**src/rtl/random_roll_display_pkg.sv**
```systemverilog
// Shared definitions for the dice-roll display: FSM states, digit codes and
// active-low 7-segment glyphs (seg[0]=a .. seg[6]=g).
package random_roll_display_pkg;

  typedef enum logic [1:0] {
    ST_IDLE,
    ST_REDUCE,
    ST_BCD,
    ST_DONE
  } state_e;

  // Digit-register codes: 0-9 are decimal digits, the rest are symbols
  localparam logic [3:0] CODE_DASH  = 4'hA;
  localparam logic [3:0] CODE_BLANK = 4'hF;

  localparam logic [6:0] SEG_0     = 7'b1000000;
  localparam logic [6:0] SEG_1     = 7'b1111001;
  localparam logic [6:0] SEG_2     = 7'b0100100;
  localparam logic [6:0] SEG_3     = 7'b0110000;
  localparam logic [6:0] SEG_4     = 7'b0011001;
  localparam logic [6:0] SEG_5     = 7'b0010010;
  localparam logic [6:0] SEG_6     = 7'b0000010;
  localparam logic [6:0] SEG_7     = 7'b1111000;
  localparam logic [6:0] SEG_8     = 7'b0000000;
  localparam logic [6:0] SEG_9     = 7'b0010000;
  localparam logic [6:0] SEG_DASH  = 7'b0111111;
  localparam logic [6:0] SEG_BLANK = 7'h7F;

  function automatic logic [6:0] code_to_seg(input logic [3:0] code);
    case (code)
      4'd0:      return SEG_0;
      4'd1:      return SEG_1;
      4'd2:      return SEG_2;
      4'd3:      return SEG_3;
      4'd4:      return SEG_4;
      4'd5:      return SEG_5;
      4'd6:      return SEG_6;
      4'd7:      return SEG_7;
      4'd8:      return SEG_8;
      4'd9:      return SEG_9;
      CODE_DASH: return SEG_DASH;
      default:   return SEG_BLANK;
    endcase
  endfunction

endpackage

```
**src/rtl/random_roll_display_btn_debounce.sv**
```systemverilog
// Push-button conditioning: 2-flop synchronizer, stability counter and a
// one-cycle rise pulse on each accepted 0->1 level change.
module btn_debounce #(
  parameter int DB_LIMIT = 50000,
  parameter int DB_W     = 16
) (
  input  logic clk,
  input  logic rst,
  input  logic btn_i,
  output logic db_level_o,
  output logic rise_o
);

  localparam logic [DB_W-1:0] LIMIT_M1 = DB_W'(DB_LIMIT - 1);

  logic            sync1_q, sync2_q;
  logic [DB_W-1:0] cnt_q, cnt_d;
  logic            level_q, level_d;
  logic            rise_q, rise_d;

  // A sample that agrees with the accepted level restarts the stability count;
  // the level flips on the DB_LIMIT-th consecutive differing sample.
  always_comb begin
    // NOTE: every always_comb output gets a default first so no path leaves it unassigned (no latch).
    cnt_d   = cnt_q;
    level_d = level_q;
    rise_d  = 1'b0;
    if (sync2_q == level_q) begin
      cnt_d = '0;
    end else if (cnt_q == LIMIT_M1) begin
      cnt_d   = '0;
      level_d = sync2_q;
      rise_d  = sync2_q;
    end else begin
      cnt_d = cnt_q + DB_W'(1);
    end
  end

  // NOTE: state registers use non-blocking assignments so all flops update from pre-edge values.
  always_ff @(posedge clk or posedge rst) begin
    if (rst) begin
      sync1_q <= 1'b0;
      sync2_q <= 1'b0;
      cnt_q   <= '0;
      level_q <= 1'b0;
      rise_q  <= 1'b0;
    end else begin
      sync1_q <= btn_i;
      sync2_q <= sync1_q;
      cnt_q   <= cnt_d;
      level_q <= level_d;
      rise_q  <= rise_d;
    end
  end

  assign db_level_o = level_q;
  assign rise_o     = rise_q;

endmodule

```
**src/rtl/random_roll_display.sv**
```systemverilog
// Samples the LFSR on a debounced press, reduces it to 1..RANGE with one
// subtract per cycle, splits it into BCD and scans it onto a 2-digit display.
module random_roll_display
  import random_roll_display_pkg::*;
#(
  parameter int RANGE    = 20,
  parameter int DB_LIMIT = 50000,
  parameter int DB_W     = 16,
  parameter int SCAN_W   = 17
) (
  input  logic       clk,
  input  logic       rst,
  input  logic       btn,
  input  logic [4:0] rand_in,
  output logic       busy,
  output logic       roll_valid,
  output logic [4:0] roll_value,
  output logic [6:0] seg,
  output logic [1:0] an
);

  localparam logic [5:0] RANGE_W = 6'(RANGE);

  logic              press;
  logic              db_level;
  state_e            state_q, state_d;
  logic [5:0]        work_q, work_d;
  logic [5:0]        ones_q, ones_d;
  logic [3:0]        tens_q, tens_d;
  logic [4:0]        roll_q, roll_d;
  logic [3:0]        disp_ones_q, disp_ones_d;
  logic [3:0]        disp_tens_q, disp_tens_d;
  logic [SCAN_W-1:0] scan_q;
  logic [6:0]        seg_q, seg_d;
  logic [1:0]        an_q, an_d;

  btn_debounce #(
    .DB_LIMIT(DB_LIMIT),
    .DB_W    (DB_W)
  ) u_debounce (
    .clk       (clk),
    .rst       (rst),
    .btn_i     (btn),
    .db_level_o(db_level),
    .rise_o    (press)
  );

  always_comb begin
    state_d     = state_q;
    work_d      = work_q;
    ones_d      = ones_q;
    tens_d      = tens_q;
    roll_d      = roll_q;
    disp_ones_d = disp_ones_q;
    disp_tens_d = disp_tens_q;
    roll_valid  = 1'b0;
    case (state_q)
      ST_IDLE: begin
        if (press) begin
          work_d  = {1'b0, rand_in};
          state_d = ST_REDUCE;
        end
      end
      ST_REDUCE: begin
        if (work_q >= RANGE_W) begin
          work_d = work_q - RANGE_W;
        end else begin
          work_d  = work_q + 6'd1;
          ones_d  = work_q + 6'd1;
          tens_d  = 4'd0;
          state_d = ST_BCD;
        end
      end
      ST_BCD: begin
        if (ones_q >= 6'd10) begin
          ones_d = ones_q - 6'd10;
          tens_d = tens_q + 4'd1;
        end else begin
          state_d = ST_DONE;
        end
      end
      ST_DONE: begin
        roll_valid  = 1'b1;
        roll_d      = work_q[4:0];
        disp_ones_d = ones_q[3:0];
        disp_tens_d = (tens_q == 4'd0) ? CODE_BLANK : tens_q;
        state_d     = ST_IDLE;
      end
      default: state_d = ST_IDLE;
    endcase
  end

  // Display path reads only the committed digit registers, never the BCD work regs
  always_comb begin
    an_d  = scan_q[SCAN_W-1] ? 2'b01 : 2'b10;
    seg_d = code_to_seg(scan_q[SCAN_W-1] ? disp_tens_q : disp_ones_q);
  end

  always_ff @(posedge clk or posedge rst) begin
    if (rst) begin
      state_q     <= ST_IDLE;
      work_q      <= '0;
      ones_q      <= '0;
      tens_q      <= '0;
      roll_q      <= '0;
      disp_ones_q <= CODE_DASH;
      disp_tens_q <= CODE_DASH;
      scan_q      <= '0;
      seg_q       <= SEG_DASH;
      an_q        <= 2'b10;
    end else begin
      state_q     <= state_d;
      work_q      <= work_d;
      ones_q      <= ones_d;
      tens_q      <= tens_d;
      roll_q      <= roll_d;
      disp_ones_q <= disp_ones_d;
      disp_tens_q <= disp_tens_d;
      scan_q      <= scan_q + SCAN_W'(1);
      seg_q       <= seg_d;
      an_q        <= an_d;
    end
  end

  assign busy       = (state_q != ST_IDLE);
  assign roll_value = roll_q;
  assign seg        = seg_q;
  assign an         = an_q;

endmodule
```
**config.mk**
```make
export PLATFORM = sky130hd
export DESIGN_NAME = random_roll_display
export DESIGN_NICKNAME = d
export VERILOG_FILES = /design/src/rtl/random_roll_display_pkg.sv /design/src/rtl/random_roll_display_btn_debounce.sv /design/src/rtl/random_roll_display.sv
export SDC_FILE = /design/constraint.sdc
export NUM_CORES = 1
export LEC_CHECK = 0
export CAP_MARGIN = 40
export CELL_PAD_IN_SITES_DETAIL_PLACEMENT = 1
export CELL_PAD_IN_SITES_GLOBAL_PLACEMENT = 1
export CORE_MARGIN = 1.5
export CORE_UTILIZATION = 25
export CTS_CLUSTER_SIZE = 28
export DETAILED_ROUTE_END_ITERATION = 12
export PLACE_DENSITY = 0.56
export SYNTH_ARGS = -nofsm -noshare
export SYNTH_HDL_FRONTEND = slang
export SYNTH_SLANG_ARGS = --single-unit
```
**constraint.sdc**
```tcl
create_clock -name clk -period 2.7 [get_ports clk]
set_input_delay 0.81 -clock clk [delete_from_list [all_inputs] [get_ports clk]]
set_output_delay 0.81 -clock clk [all_outputs]
set_load 0.03 [all_outputs]
```
==> key figures <==
Synthesis
  – Syn. warnings: 0
  – Synth area leaders: dfrtp_1, dfstp_2, ha_1, xnor2_1, nor2_1
  – Post-Syn Nets: 435
  – Sequential area share after synthesis: 0.474
  – Yosys cell types: 55
  – Post-synth EDFFs: 0
  – Synth Area per Inst: 10.1 um2
  – Asr flop ratio synth: 1.00
  – Yosys top cell area share: 0.403
  – Area leader, netlist: dfrtp_1
  – Cell Area, Synth: 4100 um2
  – Prevailing post-synth register cell: dfrtp_1
  – Mapped Cells: 407
  – #FFs+latches synth: 77

Finish
  – Fin cells: 663
  – Fraction of layout instances using a drive strength above 1: 0.136
  – Synth-to-Final Area Change: 21.3%
  – Highest-count cells in the layout ignoring fill and taps: dfrtp_1, nor2_1, inv_1
  – Final core utilization: 0.312
  – N_diodes: 0
  – Final #Nets: 470
  – Final instance area: 4970 um2
  – Commonest non-fill, non-tap cell in the layout: dfrtp_1

Worst setup path
  – CP Cell Sequence: inv_1 > ha_1 > inv_1 > dlygate4sd2_1
  – Slowest stage delay, CP: 400 ps
  – CP most frequent cell: inv_1
  – Startpoint types: register
  – Critical path class: register to output pin
  – Slowest CP cell: dfrtp_1
  – Delay-heaviest family, CP: buffers and inverters
  – CP arrival: 1610 ps
  – Buf/Inv on CP: 3
  – Crit end category: output pin
  – WP data required: 1890 ps
  – Worst-path fanout max: 7

Pwr
  – Power Density: 493 nW/um2
  – Leakage power: 2.09 nW
  – Internal power: 1.90 mW
  – Seq pwr share: 0.476
  – Share of power burned in the clock network: 0.502
  – Gate power share: 0.023
  – Maximum VDD drop: 0.276 mV
  – Switch share: 0.223
  – Power Total: 2.45 mW
  – Sw power: 0.547 mW

Detailed routing
  – Initial DRC count: 105
  – Routed len/inst: 14.7 um
  – Initial DRT Pass Iterations: 4
  – Vias: 3117
  – Drc violations: 0
  – Post-DRT Antenna Nets: 0
  – Routed wire length: 9760 um
  – Via density: 4.70

STA
  – Worst slew pin tran: 801 ps
  – Setup TNS: 0 ps
  – FMAX: 413 MHz
  – Final Hold Slack: 348 ps
  – Clock skew: 8.80 ps
  – RSZ-0062 raised after global routing: false
  – Setup violations, final: 0
  – Fin. max-slew vios: 0
  – Final worst path period need: 2420 ps
  – Final Hold Vio Count: 0
  – Slew HR: 0.451
  – Final period utilization: 0.897
  – Post-route setup slack: 279 ps

Clock network
  – Post-CTS Setup Bufs: 0
  – CTS tree: yes
  – H-tree depth: 3
  – Clock sink count: 77
  – Max clock buf depth: 2
  – Worst skew pair latency: 340 ps
  – Worst-path clk slew: 60 ps
  – TritonCTS Buffers: 9
  – Root Driver: clkbuf_16

Global route
  – GRT Total Usage: 0.126
  – Largest net degree at the start of global routing: 26
  – Total gr overflow: 0
  – Initial antenna violation count: 0
  – First-pass GRT wire length: 16800 um
  – Vias in the first global route: 3338

Placed design
  – Placed insts: 647
  – Placement Cell Area: 4670 um2
  – Pre-CTS setup slack: 364 ps
  – Hpwl dp: 7090 um
  – Final Wtd Congestion: 0.763
  – Port Buffers: 23

Floorplan
  – Core area: 15900 um2
  – Die Y: 131 um
  – Starting Density: 0.257
  – Placement row count: 46
  – I/O pins: 24
  – Die Wd: 131 um
  – Die ar.: 17200 um2

Status
  – Status: finished, final reports clean

Run
  – Max Cap Viol: 0

Hold path
  – Hold Path Class: register to register
-- cell usage after synthesis (3+ instances only) --
master	instances
a211oi_1	6
a21oi_1	20
a221oi_1	4
a31oi_1	3
and2_1	3
and3_1	5
clkbuf_1	7
dfrtp_1	66
dfstp_2	11
ha_1	20
inv_1	29
mux2_2	13
mux2i_1	6
nand2_1	27
nand3_1	16
nand4_1	10
nor2_1	42
nor2b_1	6
nor3_1	8
nor3b_1	3
nor4_1	8
o211ai_1	4
o21ai_0	11
o22ai_1	5
o31ai_1	3
o32ai_1	3
xnor2_1	21
xor2_1	12
-- final cells by class --
type	instances	area, um2
clock inverters	7	72.6
repair buffers	35	344
well taps	216	270
inverters	29	113
clock buffers	9	225
flip-flops and latches	77	1940
multi-input cells	290	2000
fillers	1832	11000
-- worst register-to-register path: stages, from the launching register on --
cell and delay, ps:
dfrtp_1 410, inv_1 120, ha_1 430, o21ai_0 210
a21oi_1 200, buf_4 190, o311ai_0 140, a211oi_1 290
-- state kept, by name (all words and copies together), names as in the netlist --
name / count
u_debounce.sync1_q: 1
disp_ones_q: 4
an: 2
tens_q: 4
scan_q: 17
u_debounce.db_level_o: 1
state_q: 2
ones_q: 6
disp_tens_q: 4
work_q: 6
roll_value: 5
u_debounce.sync2_q: 1
seg: 7
u_debounce.cnt_q: 16
u_debounce.rise_o: 1
-- cells by family (layout without fill, tap and decap cells) --
kind of cell,count (synthesis),after routing,synth area share
muxes,20,20,0.0540
DFF,77,77,0.474
adders and majority gates,20,20,0.0611
and+or+nand+nor,140,140,0.173
xor gates and xnor gates,33,33,0.0705
buffers and inverters,40,80,0.0373
AOI/OAI and AO/OA,77,77,0.131
-- what timing repair did --
item / 4_1_cts / 5_1_grt
resized for setup: 1 / 0
setup endpoints to repair: 1 / 0
hold buffers: 0 / 0
-- path summary, 6_finish.rpt --
| path | startpoint | end | slack [ps] | cells after the start |
|---|---|---|---|---|
| setup / recovery | state_q[0]$_DFFE_PP0P_ | busy | 280 | 4 |
| hold / removal | u_debounce.sync1_q$_DFF_PP0_ | u_debounce.sync2_q$_DFF_PP0_ | 350 | 0 |
| setup reg to reg | state_q[1]$_DFFE_PP0P_ | tens_q[2]$_DFFE_PP0P_ | 600 | 7 |
| hold reg to reg | u_debounce.sync1_q$_DFF_PP0_ | u_debounce.sync2_q$_DFF_PP0_ | 350 | 0 |
| max in group asynchronous | rst | seg[5]$_DFF_PP1_ | 1300 | 3 |
| min in group asynchronous | rst | u_debounce.cnt_q[10]$_DFF_PP0_ | 810 | 2 |
-- metal layers --
layer,up-vias,global-route usage,routed length [um]
li1,1508,-,-
met1,1567,0.167,4820
met2,31,0.198,4550
met3,11,0.0277,224
met4,0,0.0491,158
met5,-,0,0
-- power groups by stage --
| stage | combinational [mW] | sequential (mW) | clock [mW] |
|---|---|---|---|
| 2_1_floorplan | 0.0287 | 1.18 | 0 |
| 3_3_place_gp | 0.0581 | 1.18 | 0 |
| 3_5_place_dp | 0.0593 | 1.19 | 0 |
| 4_1_cts | 0.0597 | 1.16 | 1.27 |
| 5_1_grt | 0.0653 | 1.16 | 1.32 |
| 6_report | 0.0563 | 1.16 | 1.23 |
(Power assumes the default switching activity.)
